`src/rtl/e1_clk_servo_pkg.sv`:
```
// ============================================================================
// e1_clk_servo_pkg : shared widths, FSM encoding and saturation limits
// Revision: 1.0
// ============================================================================
`default_nettype none

package e1_clk_servo_pkg;

  localparam int c_tune_width = 12;
  localparam int c_cnt_width  = 16;
  localparam int c_int_width  = 24;

  typedef enum logic [2:0] {
    ST_IDLE  = 3'd0,
    ST_DIFF  = 3'd1,
    ST_INTEG = 3'd2,
    ST_SUM   = 3'd3,
    ST_CLAMP = 3'd4
  } servo_state_t;

  // Symmetric limits keep the integrator away from the unbalanced most-negative code
  localparam logic signed [c_int_width-1:0] c_int_sat_max = {1'b0, {(c_int_width-1){1'b1}}};
  localparam logic signed [c_int_width-1:0] c_int_sat_min = {1'b1, {(c_int_width-2){1'b0}}, 1'b1};

endpackage

`default_nettype wire

```
`src/rtl/servo_sat_acc.sv`:
```
// ============================================================================
// servo_sat_acc : signed accumulator saturating at +/-(2^(WIDTH-1)-1), with clear
// Revision: 1.0
// ============================================================================
`default_nettype none

module servo_sat_acc
  import e1_clk_servo_pkg::*;
#(
  parameter int WIDTH = c_int_width
) (
  input  logic                    clk,
  input  logic                    rst,
  input  logic                    i_clr,
  input  logic                    i_en,
  input  logic signed [WIDTH-1:0] i_din,
  output logic signed [WIDTH-1:0] o_acc
);

  localparam logic signed [WIDTH:0] c_max = {2'b00, {(WIDTH-1){1'b1}}};
  localparam logic signed [WIDTH:0] c_min = {2'b11, {(WIDTH-2){1'b0}}, 1'b1};

  logic signed [WIDTH:0]   w_sum;
  logic signed [WIDTH-1:0] w_next;

  // One guard bit is enough: both operands already lie inside the limits
  assign w_sum = {o_acc[WIDTH-1], o_acc} + {i_din[WIDTH-1], i_din};

  always_comb begin
    w_next = w_sum[WIDTH-1:0];
    if (w_sum > c_max)
      w_next = c_max[WIDTH-1:0];
    else if (w_sum < c_min)
      w_next = c_min[WIDTH-1:0];
  end

  always_ff @(posedge clk or posedge rst) begin
    if (rst)
      o_acc <= '0;
    else if (i_clr)
      o_acc <= '0;
    else if (i_en)
      o_acc <= w_next;
  end

endmodule

`default_nettype wire

```
`src/rtl/e1_clk_servo.sv`:
```
// ============================================================================
// e1_clk_servo : E1-tick vs USB-SOF frequency-lock loop driving the clock tune PDM
// Revision: 1.0
// ============================================================================
`default_nettype none

module e1_clk_servo
  import e1_clk_servo_pkg::*;
#(
  parameter int TUNE_WIDTH = c_tune_width,
  parameter int CNT_WIDTH  = c_cnt_width,
  parameter int INT_WIDTH  = c_int_width
) (
  input  logic                  clk,
  input  logic                  rst,
  input  logic                  tick_e1_rx,
  input  logic                  tick_usb_sof,
  input  logic                  cfg_en,
  input  logic [CNT_WIDTH-1:0]  cfg_nominal,
  input  logic [TUNE_WIDTH-1:0] cfg_center,
  input  logic [3:0]            cfg_kp_shift,
  input  logic [3:0]            cfg_ki_shift,
  input  logic                  stat_clr,
  output logic [TUNE_WIDTH-1:0] tune_val,
  output logic                  tune_oe,
  output logic                  tune_stb,
  output logic [CNT_WIDTH-1:0]  stat_err,
  output logic                  stat_overrun
);

  localparam int c_sum_w = TUNE_WIDTH + INT_WIDTH + 2;
  localparam logic signed [c_sum_w-1:0] c_tune_max =
    {{(c_sum_w-TUNE_WIDTH){1'b0}}, {TUNE_WIDTH{1'b1}}};

  servo_state_t r_state, w_state_nxt;

  logic [CNT_WIDTH-1:0]         r_cnt, r_cap, r_prev;
  logic [CNT_WIDTH-1:0]         w_cnt_nxt, w_delta, w_err_new;
  logic                         r_primed;
  logic signed [CNT_WIDTH-1:0]  r_err;
  logic signed [INT_WIDTH-1:0]  w_err_ext, w_integ, w_integ_sh;
  logic signed [c_sum_w-1:0]    w_center_ext, w_err_sum, w_p_term, w_i_term, w_sum, r_sum;
  logic [TUNE_WIDTH-1:0]        w_clamped;
  logic                         w_busy, w_start, w_acc_en, w_stb, w_acc_clr;

  // A tick coinciding with SOF is already folded into the captured value
  assign w_cnt_nxt = r_cnt + {{(CNT_WIDTH-1){1'b0}}, tick_e1_rx};
  assign w_delta   = r_cap - r_prev;
  assign w_err_new = w_delta - cfg_nominal;
  assign w_busy    = (r_state != ST_IDLE);
  assign w_start   = tick_usb_sof & cfg_en & r_primed & ~w_busy;

  always_ff @(posedge clk or posedge rst) begin
    if (rst) begin
      r_cnt  <= '0;
      r_cap  <= '0;
      r_prev <= '0;
    end else begin
      r_cnt <= w_cnt_nxt;
      if (tick_usb_sof) begin
        r_prev <= r_cap;
        r_cap  <= w_cnt_nxt;
      end
    end
  end

  always_ff @(posedge clk or posedge rst) begin
    if (rst)
      r_state <= ST_IDLE;
    else
      r_state <= w_state_nxt;
  end

  always_comb begin
    w_state_nxt = r_state;
    w_acc_en    = 1'b0;
    w_stb       = 1'b0;
    case (r_state)
      ST_IDLE:  if (w_start) w_state_nxt = ST_DIFF;
      ST_DIFF:  w_state_nxt = ST_INTEG;
      ST_INTEG: begin
        w_acc_en    = 1'b1;
        w_state_nxt = ST_SUM;
      end
      ST_SUM:   w_state_nxt = ST_CLAMP;
      ST_CLAMP: begin
        w_stb       = 1'b1;
        w_state_nxt = ST_IDLE;
      end
      default:  w_state_nxt = ST_IDLE;
    endcase
    // Disabling aborts any pass in flight without a strobe
    if (!cfg_en) begin
      w_state_nxt = ST_IDLE;
      w_acc_en    = 1'b0;
      w_stb       = 1'b0;
    end
  end

  assign tune_stb  = w_stb;
  assign w_acc_clr = ~cfg_en;
  assign w_err_ext = INT_WIDTH'(r_err);

  servo_sat_acc #(
    .WIDTH (INT_WIDTH)
  ) u_integ (
    .clk   (clk),
    .rst   (rst),
    .i_clr (w_acc_clr),
    .i_en  (w_acc_en),
    .i_din (w_err_ext),
    .o_acc (w_integ)
  );

  // Every term is widened before adding, so the sum never wraps
  assign w_integ_sh   = w_integ >>> cfg_ki_shift;
  assign w_center_ext = $signed({{(c_sum_w-TUNE_WIDTH){1'b0}}, cfg_center});
  assign w_err_sum    = c_sum_w'(r_err);
  assign w_p_term     = w_err_sum <<< cfg_kp_shift;
  assign w_i_term     = c_sum_w'(w_integ_sh);
  assign w_sum        = w_center_ext + w_p_term + w_i_term;

  always_comb begin
    w_clamped = r_sum[TUNE_WIDTH-1:0];
    if (r_sum[c_sum_w-1])
      w_clamped = '0;
    else if (r_sum > c_tune_max)
      w_clamped = '1;
  end

  always_ff @(posedge clk or posedge rst) begin
    if (rst) begin
      r_primed <= 1'b0;
      r_err    <= '0;
      r_sum    <= '0;
      tune_val <= '0;
      tune_oe  <= 1'b0;
      stat_err <= '0;
    end else begin
      tune_oe <= cfg_en;
      if (!cfg_en) begin
        r_primed <= 1'b0;
        tune_val <= cfg_center;
      end else begin
        if (tick_usb_sof && !r_primed)
          r_primed <= 1'b1;
        if (r_state == ST_DIFF) begin
          r_err    <= w_err_new;
          stat_err <= w_err_new;
        end
        if (r_state == ST_SUM)
          r_sum <= w_sum;
        if (w_stb)
          tune_val <= w_clamped;
      end
    end
  end

  always_ff @(posedge clk or posedge rst) begin
    if (rst)
      stat_overrun <= 1'b0;
    else if (tick_usb_sof && w_busy)
      stat_overrun <= 1'b1;
    else if (stat_clr)
      stat_overrun <= 1'b0;
  end

endmodule

`default_nettype wire
```
`config.mk`:
```
export PLATFORM = sky130hd
export DESIGN_NAME = e1_clk_servo
export DESIGN_NICKNAME = d
export VERILOG_FILES = /design/src/rtl/e1_clk_servo_pkg.sv /design/src/rtl/servo_sat_acc.sv /design/src/rtl/e1_clk_servo.sv
export SDC_FILE = /design/constraint.sdc
export NUM_CORES = 1
export LEC_CHECK = 0
export BUFFER_PORTS_ARGS = -buffer_cell sky130_fd_sc_hd__buf_4
export CORE_MARGIN = 3
export CORE_UTILIZATION = 63
export DETAILED_ROUTE_END_ITERATION = 8
export GPL_TIMING_DRIVEN = 0
export PLACE_DENSITY = 0.85
export SYNTH_ARGS = -nofsm -noshare
export SYNTH_HDL_FRONTEND = slang
export SYNTH_SLANG_ARGS = --single-unit
```
`constraint.sdc`:
```
create_clock -name clk -period 5.7 [get_ports clk]
set_input_delay 1.14 -clock clk [delete_from_list [all_inputs] [get_ports clk]]
set_output_delay 1.14 -clock clk [all_outputs]
set_load 0.02 [all_outputs]
```
==> results.json <==
{
  "status": "complete, no violations",
  "drc": 0,
  "row_count": 50,
  "placed_cells": 1725,
  "r2r_start": "u_integ.o_acc[23]",
  "vias": 11000,
  "worstPathMaxFanout": 10,
  "drv_slew": 0,
  "synth_nets": 1562,
  "r2r_setup_slack_ns": 0.86,
  "synth_area_leaders": "dfrtp_1 30%, ha_1 9.5%, nand2_1 5.8%, mux2i_1 5.1%, o21ai_0 5.0%",
  "maxSlewHeadroom_pct": 46.5,
  "crit_type": "in2reg",
  "min_period_ns": 5.53,
  "place_area_um2": 13000,
  "grt_max_degree": 93,
  "wl_per_cell_um": 19.1,
  "via_per_inst": 6.23,
  "ys_warn_count": 0,
  "ff_latch_area_um2": 3600,
  "max_freq_mhz": 181,
  "dp_hpwl_um": 25900,
  "period_share_pct": 97.0,
  "start_util_pct": 64.7,
  "syn-cell-area_um2": 12200,
  "powerDensity_nw_per_um2": 402,
  "setup.worst_path.end_class": "flop",
  "ys_seq_area_share_pct": 29.6,
  "whs_endpoint": "r_cnt[15]",
  "setup_viol_count_final": 0,
  "multiInputGateArea_um2": 8020,
  "synth-main-ff-cell": "dfrtp_1",
  "htreeDepth": 4,
  "hold_start": "r_cnt[15]",
  "grt_pass1_vias": 10700,
  "layout.cells.non_filler": 1758,
  "overflow": 0,
  "finClkSkew_ns": 0.0161,
  "synthToLayoutAreaGrowth_pct": 12.1,
  "cts_buffers": 17,
  "clkSinkCount": 144,
  "reg2reg_to": "r_sum[34]",
  "synth_area_leader_cell": "dfrtp_1",
  "final_core_util_pct": 72.5,
  "io_buffer_count": 65,
  "worst_pin_slew_ns": 0.796,
  "total_power_mw": 5.48,
  "rsz0062_at_grt": "false",
  "root_buffer": "clkbuf_16",
  "clkLatencyLatePin_ns": 0.45,
  "syn_avg_cell_area_um2": 8.70,
  "yosysUniqueCellTypes": 77,
  "die_w_um": 145,
  "async_reset_ff_share_pct": 100,
  "crit_arrival_ns": 5.89,
  "hold_violations": 0,
  "io_pins": 73,
  "dr.pass1.iters": 7,
  "finalInstanceArea_um2": 13600,
  "synth_edf_count": 0,
  "reg2reg_depth": 16,
  "coreArea_um2": 18800,
  "synth_top_area_share_pct": 29.6,
  "cts_buffer_depth": 2,
  "ir_worst_vdd_uv": 331,
  "grt_pass1_wl_um": 54300,
  "layout-drive-gt1-share_pct": 11.8,
  "required_ns": 6.06,
  "die_area_um2": 21000,
  "maxCapViolations": 0,
  "hold_class": "reg2reg",
  "clk_pin_slew_worst_paths_ns": 0.07,
  "n_fill_cell": 1386,
  "synth_seq_cells": 144,
  "globalplace.congestion": 0.978,
  "crit_path_start_kind": "input port",
  "hold_path_depth": 1,
  "antenna_found_initial": 0,
  "antenna_left": 0,
  "dr.first_iter.drc_count": 929,
  "syn_inst": 1399,
  "track_usage_pct": 31.6,
  "cts_tree": "built",
  "p_leak_nw": 6.50,
  "die_h_um": 145,
  "drt-total-wl_um": 33500,
  "nets": 1647
}
-- registers in the layout, summed over array words and instances (netlist names), 3 cells and up --
| signal | count |
|---|---|
| r_cap | 16 |
| r_cnt | 16 |
| r_err | 16 |
| r_prev | 16 |
| r_state | 3 |
| r_sum | 38 |
| tune_val | 12 |
| u_integ.o_acc | 24 |
-- area by class of cell --
type | count | share of cell area, %
plain buffers | 69 | 2.13
inverters | 72 | 2.02
clock inverters | 15 | 1.34
diodes | 1 | 0.0183
clock buffers | 17 | 3.12
repair buffers | 66 | 3.78
multi-input cells | 1114 | 58.8
well taps | 260 | 2.38
flip-flops and latches | 144 | 26.4
-- cells in the mapped netlist (7+ instances only) --
cell type    n
o21ai_0    121
o21ai_1     10
mux4_2       8
a21o_1      32
fa_1        29
nor4_1       8
inv_1       69
a211o_1      7
and3_1      11
nand2_1    188
or2_2        9
o211ai_1    10
buf_1       10
dfrtp_1    144
xor2_1      32
clkbuf_1    55
nor3b_1      7
o221ai_1     9
mux2i_1     62
xnor2_1     39
a21oi_1    104
nor2b_1     21
o21a_1      17
a21boi_0     7
o31ai_1      9
nor2_1      76
a31oi_1     14
ha_1        92
o21bai_1     8
nand3_1     21
nor3_1      25
mux2_2      29
a211oi_1    17
or3_1        7
-- repair_timing --
| action | 4_1_cts | 5_1_grt |
|---|---|---|
| endpoints found under the setup margin | 10 | 11 |
| gates cloned | 0 | 0 |
| hold endpoints to repair | 0 | 0 |
| setup buffers | 0 | 0 |
| hold buffers | 0 | 0 |
| resized for setup | 3 | 9 |
-- power by group --
| group | total (mW) | switching [mW] | leakage (nW) | internal [mW] |
|---|---|---|---|---|
| sequential | 1.50 | 0.271 | 1.90 | 1.23 |
| clock | 1.15 | 0.557 | 0.294 | 0.597 |
| combinational | 2.83 | 1.67 | 4.30 | 1.16 |
| total | 5.48 | 2.49 | 6.50 | 2.99 |
-- layer usage --
layer | up-vias | GRT usage (%) | part of all wire (%)
met5 | - | 0 | 0
met4 | 0 | 10.7 | 3.4
met3 | 91 | 5.12 | 6.5
met2 | 457 | 54.5 | 49
met1 | 5217 | 40.6 | 41
li1 | 5185 | - | -
-- per-stage QoR --
step / TNS, ns / setup slack, ns / hold slack (ns)
after detailed placement: -8.77 / -0.699 / 0.447
final: 0 / 0.169 / 0.461
after floorplan: 0 / 0.191 / 0.432
after global placement: -131.97 / -0.889 / 0.448
after CTS: 0 / 0.0912 / 0.461
after global routing: 0 / 0.00855 / 0.492
-- worst max-delay path, stage by stage --
cell and delay [ns]:
clkbuf_2 0.23, clkbuf_2 0.36, mux2i_1 0.30, a21oi_1 0.16, mux4_2 0.56, fa_1 0.54, ha_1 0.34, a211oi_1 0.37
nor3_1 0.15, a211oi_1 0.39, o211a_1 0.24, nor3_2 0.08, a221oi_1 0.42, o21ai_1 0.19, nor2b_1 0.20, nor3_1 0.19
-- worst max path at each step --
stage                              to  cells past startpoint             from  slack [ns]
floorplan                   r_sum[34]                     16  cfg_ki_shift[1]        0.19
global placement    u_integ.o_acc[17]                      2              rst       -0.89
detailed placement          r_sum[34]                     16  cfg_ki_shift[1]       -0.70
CTS                         r_sum[34]                     17  cfg_kp_shift[1]        0.09
global route                r_sum[34]                     16  cfg_ki_shift[1]       0.009
finish                      r_sum[34]                     16  cfg_ki_shift[1]        0.17
-- layout by cell type, fill, tap and decap left out, types with 10 or more instances in the layout --
cell type,netlist,final
a211oi_1,17,17
a21o_1,32,32
a21oi_1,104,104
a31oi_1,14,14
and3_1,11,11
buf_4,2,67
clkbuf_1,55,51
clkbuf_16,0,17
dfrtp_1,144,144
fa_1,29,29
ha_1,92,92
inv_1,69,68
mux2_2,29,29
mux2i_1,62,61
nand2_1,188,188
nand3_1,21,21
nor2_1,76,76
nor2b_1,21,21
nor3_1,25,25
o211ai_1,10,10
o21a_1,17,17
o21ai_0,121,119
o21ai_1,10,12
xnor2_1,39,39
xor2_1,32,32
-- cells by family after synthesis --
logic type                 share of synthesized area (%)
AOI/OAI and AO/OA                                   21.1
xor gates and xnor gates                            5.11
adders and majority gates                           14.8
buffers and inverters                               4.53
DFF                                                 29.6
muxes                                               9.26
and+or+nand+nor                                     15.6
No activity file was read; power rests on OpenSTA's default activity.
